--- config.mk ---
export PLATFORM = sky130hd
export DESIGN_NAME = midi_note_decoder
export DESIGN_NICKNAME = d
export VERILOG_FILES = /design/src/rtl/midi_note_decoder.sv
export SDC_FILE = /design/constraint.sdc
export NUM_CORES = 1
export LEC_CHECK = 0
export ABC_AREA = 1
export CAP_MARGIN = 5
export CORE_MARGIN = 10
export CORE_UTILIZATION = 35
export CTS_CLUSTER_DIAMETER = 40
export CTS_CLUSTER_SIZE = 20
export DETAILED_ROUTE_END_ITERATION = 10
export HOLD_SLACK_MARGIN = 0.03
export SYNTH_ARGS = -nofsm -noshare
export SYNTH_HDL_FRONTEND = slang
export SYNTH_SLANG_ARGS = --single-unit
--- constraint.sdc ---
create_clock -name CLK -period 1.6 [get_ports CLK]
set_clock_uncertainty 0.15 [all_clocks]
set_input_delay 0.16 -clock CLK [delete_from_list [all_inputs] [get_ports CLK]]
set_output_delay 0.16 -clock CLK [all_outputs]
set_load 0.02 [all_outputs]
--- src/rtl/midi_note_decoder.sv ---
// Monophonic MIDI channel-message decoder: parses status/running-status/data/realtime
// bytes and holds the last note, gate, velocity, waveform and pulse width as registers.
module midi_note_decoder #(
    parameter logic [3:0] CHANNEL = 4'd0,
    parameter logic [6:0] CC_FORM = 7'd112,
    parameter logic [6:0] CC_PW   = 7'd113
) (
    input  logic       CLK,
    input  logic       RESET,
    input  logic [7:0] rx_data,
    input  logic       rx_valid,
    output logic [7:0] NOTE,
    output logic       gate,
    output logic [6:0] velocity,
    output logic [2:0] form,
    output logic [6:0] pulse_width,
    output logic       note_strobe
);

    typedef enum logic [1:0] {S_NONE, S_D1, S_D2} state_t;

    state_t     state, state_nx;
    logic [7:0] status, status_nx;
    logic [6:0] d1, d1_nx;
    logic [7:0] note_nx;
    logic       gate_nx, strobe_nx;
    logic [6:0] vel_nx, pw_nx;
    logic [2:0] form_nx;

    logic       is_rt, is_sys, is_stat, one_byte_msg, on_chan;
    logic [6:0] d2;

    assign is_rt        = rx_data[7:3] == 5'b11111;
    assign is_sys       = rx_data[7:4] == 4'hF;
    assign is_stat      = rx_data[7];
    assign d2           = rx_data[6:0];
    // 0xCn / 0xDn carry a single data byte
    assign one_byte_msg = status[7:5] == 3'b110;
    assign on_chan      = status[3:0] == CHANNEL;

    always_ff @(posedge CLK) begin
        if (RESET) begin
            state       <= S_NONE;
            status      <= 8'h00;
            d1          <= 7'd0;
            NOTE        <= 8'd69;
            gate        <= 1'b0;
            velocity    <= 7'd0;
            form        <= 3'b010;
            pulse_width <= 7'd40;
            note_strobe <= 1'b0;
        end else begin
            state       <= state_nx;
            status      <= status_nx;
            d1          <= d1_nx;
            NOTE        <= note_nx;
            gate        <= gate_nx;
            velocity    <= vel_nx;
            form        <= form_nx;
            pulse_width <= pw_nx;
            note_strobe <= strobe_nx;
        end
    end

    always_comb begin
        state_nx  = state;
        status_nx = status;
        d1_nx     = d1;
        note_nx   = NOTE;
        gate_nx   = gate;
        vel_nx    = velocity;
        form_nx   = form;
        pw_nx     = pulse_width;
        strobe_nx = 1'b0;

        if (rx_valid && !is_rt) begin
            if (is_sys) begin
                status_nx = 8'h00;
                state_nx  = S_NONE;
            end else if (is_stat) begin
                status_nx = rx_data;
                state_nx  = S_D1;
            end else begin
                case (state)
                    S_D1: begin
                        d1_nx    = rx_data[6:0];
                        state_nx = one_byte_msg ? S_D1 : S_D2;
                    end
                    S_D2: begin
                        state_nx = S_D1;
                        if (on_chan) begin
                            case (status[7:4])
                                4'h9, 4'h8: begin
                                    if (status[7:4] == 4'h9 && d2 != 7'd0) begin
                                        note_nx   = {1'b0, d1};
                                        vel_nx    = d2;
                                        gate_nx   = 1'b1;
                                        strobe_nx = 1'b1;
                                    end else if (gate && NOTE == {1'b0, d1}) begin
                                        // only the sounding note may release the gate
                                        gate_nx   = 1'b0;
                                        strobe_nx = 1'b1;
                                    end
                                end
                                4'hB: begin
                                    if (d1 == CC_FORM) form_nx = d2[2:0];
                                    else if (d1 == CC_PW) pw_nx = d2;
                                end
                                default: ;
                            endcase
                        end
                    end
                    default: ;
                endcase
            end
        end
    end

endmodule

==> impl_metrics.yaml <==
routing:
  drc: 0
  drtIter0Drc: 66
  routed_via_density: 4.59
  drt-total-wl_mm: 5.53
  dr.pass1.iters: 5
  postRouteAntennaNets: 0
  vias: 2068
  routedWlPerCell_um: 12.3
setup_path:
  critPathMaxFanout: 2
  cp.arrival_ps: 1250
  crit_chain: "clkdlybuf4s50_1"
  crit_family: "buffers and inverters"
  cp-start-kind: "register"
  cp-end-kind: "output port"
  crit_path_start: "velocity[1]"
  worstSetupPathType: "reg -> out"
  cp.required_ps: 1290
  slowest_stage: "clkdlybuf4s50_1"
  rr_startpoint: "d1[6]"
  cpPeakStageDelay_ps: 610
  worst-path-buf-inv: 1
finish:
  nets: 388
  final_common_cell: "nand2_1"
  diodes: 0
  fill_cells: 602
  final_cell_mix: "95 x nand2_1, 48 x nor2_1, 43 x dfxtp_1, 29 x inv_1, 29 x nand3_1"
  design_area_um2: 2890
  area_growth_pct: 37.0
  finalNonFillerCells: 451
  drive_gt1_share_pct: 19.1
power_and_ir_drop:
  p_per_area_nw_per_um2: 777
  total_power_uw: 2240
  p_clk_share_pct: 39.7
  pwr-share-comb_pct: 11.2
  peakVddDrop_v: 0.000338
  p_int_uw: 1710
  leakagePower_uw: 0.00144
  swShare_pct: 24.0
  seq_power_share_pct: 49.1
  net-switching-power_uw: 538
sta:
  finalWorstSetupSlack_ps: 36.2
  fin_tns_setup_ps: 0
  report.final.slew_viol_count: 0
  setup_viol: 0
  fmax_mhz: 639
  hold_viol: 0
  post-route-period-util_pct: 97.7
  period_needed_ps: 1560
floorplanning:
  fp-row-count: 28
  die_width_um: 97.6
  core_area_um2: 5890
  initial_core_util_pct: 35.8
  die_h_um: 97.6
  io_pins: 38
  die-area_um2: 9530
cts:
  clk_pin_slew_worst_paths_ps: 80
  cts_buffers: 5
  htreeDepth: 2
  cts_tree: "built"
  hold_buffers: 0
  clock_sinks: 43
  clock-root-buffer: "clkbuf_8"
  cts_buffer_depth: 2
  clock_latency_ps: 300
synthesis:
  ys_seq_area_share_pct: 40.8
  postSynthAreaPerCell_um2: 6.76
  ys_warn_count: 0
  synth_area_um2: 2110
  synth_nets: 325
  ys_types: 24
  netlist_instances: 312
  synth-seq-cells: 43
outcome:
  status: "complete, no violations"
global_routing:
  antenna_found_initial: 0
  grt_max_degree: 21
  grt_pass1_vias: 1960
  grt_usage_pct: 11.5
  grt_pass1_wl_mm: 9.19
  overflow: 0
placed_design:
  dp_hpwl_mm: 4.25
  dp_cells: 443
  place.gp.congestion: 0.835
  io_buffers: 36
  place_area_um2: 2720
  dp_slack_ps: -236
hold_path:
  hold_start: "status[3]"
  hp-class: "reg -> reg"
flow_run:
  cap_violations: 0
==> per-layer routing <==
metal | share of wire [%] | global-route usage [%] | vias up
met1 | 46 | 13.7 | 938
met5 | 0 | 0 | -
met2 | 46 | 18.1 | 38
met4 | 1.9 | 5.03 | 0
li1 | - | - | 1084
met3 | 6.0 | 4.13 | 8
==> cell families after synthesis <==
logic type	share of synthesized area, %
flip-flops	40.8
AND/OR/NAND/NOR	43.6
AO/OA/AOI/OAI	4.27
adder cells (fa/ha/maj)	1.19
other	0.178
buffers and inverters	9.91
==> final timing paths <==
check | endpoint | slack, ps | depth (start not counted)
worst max-delay path | velocity[1] | 40 | 1
worst min-delay path | status[3] | 320 | 2
worst max register to register | form[1] | 90 | 8
worst min register to register | status[3] | 320 | 2
==> timing repair <==
action / CTS / global route
gates resized for setup: 9 / 21
setup buffers: 0 / 0
endpoints found under the setup margin: 9 / 34
endpoints found under the hold margin: 0 / 0
pin swaps: 0 / 2
==> cell usage after synthesis <==
master / n / area (um2)
inv_4: 1 / 6.26
buf_2: 2 / 10.0
conb_1: 1 / 3.75
nand3_2: 2 / 20.0
nor3_1: 1 / 5.00
nand4_1: 3 / 18.8
buf_4: 1 / 7.51
a21oi_1: 18 / 90.1
nor2_2: 10 / 62.6
clkbuf_1: 3 / 11.3
nor2_1: 51 / 191
ha_1: 2 / 25.0
nand3_1: 29 / 145
buf_12: 1 / 20.0
buf_1: 1 / 3.75
buf_6: 3 / 33.8
nand2_1: 95 / 357
nand2_2: 6 / 37.5
nand2_4: 1 / 11.3
nor2_4: 5 / 56.3
inv_1: 29 / 109
nand3b_1: 2 / 15.0
dfxtp_1: 43 / 861
inv_2: 2 / 7.51
==> flip-flops by register name (all words and copies together), names as in the netlist <==
name / count
NOTE: 7
d1: 7
form: 3
gate: 1
note_strobe: 1
pulse_width: 7
state: 2
status: 8
velocity: 7
==> through the flow <==
| step | utilization (%) | hold slack [ps] |
|---|---|---|
| after floorplan | - | 79.1 |
| after global placement | 46.2 | 304 |
| after detailed placement | 46.2 | 304 |
| after CTS | 48.0 | 323 |
| after global routing | 49.1 | 335 |
| final | 49.1 | 320 |
==> power by group through the flow <==
stage / Sequential [uW] / Clock, uW / Combinational (uW)
3_3_place_gp: 1130 / 0 / 246
5_1_grt: 1110 / 950 / 280
3_5_place_dp: 1130 / 0 / 247
6_report: 1100 / 891 / 251
2_1_floorplan: 1120 / 0 / 131
4_1_cts: 1100 / 918 / 248
==> cell type report <==
type	instances	area [um2]	share of cell area, %
sequential	43	861	29.8
multi-input combinational	226	1060	36.6
inverter	32	128	4.42
clock inverter	2	35.0	1.21
tap	75	93.8	3.25
timing repair buffer	67	631	21.8
clock buffer	6	82.6	2.86
Power figures use the tool's default switching activity.
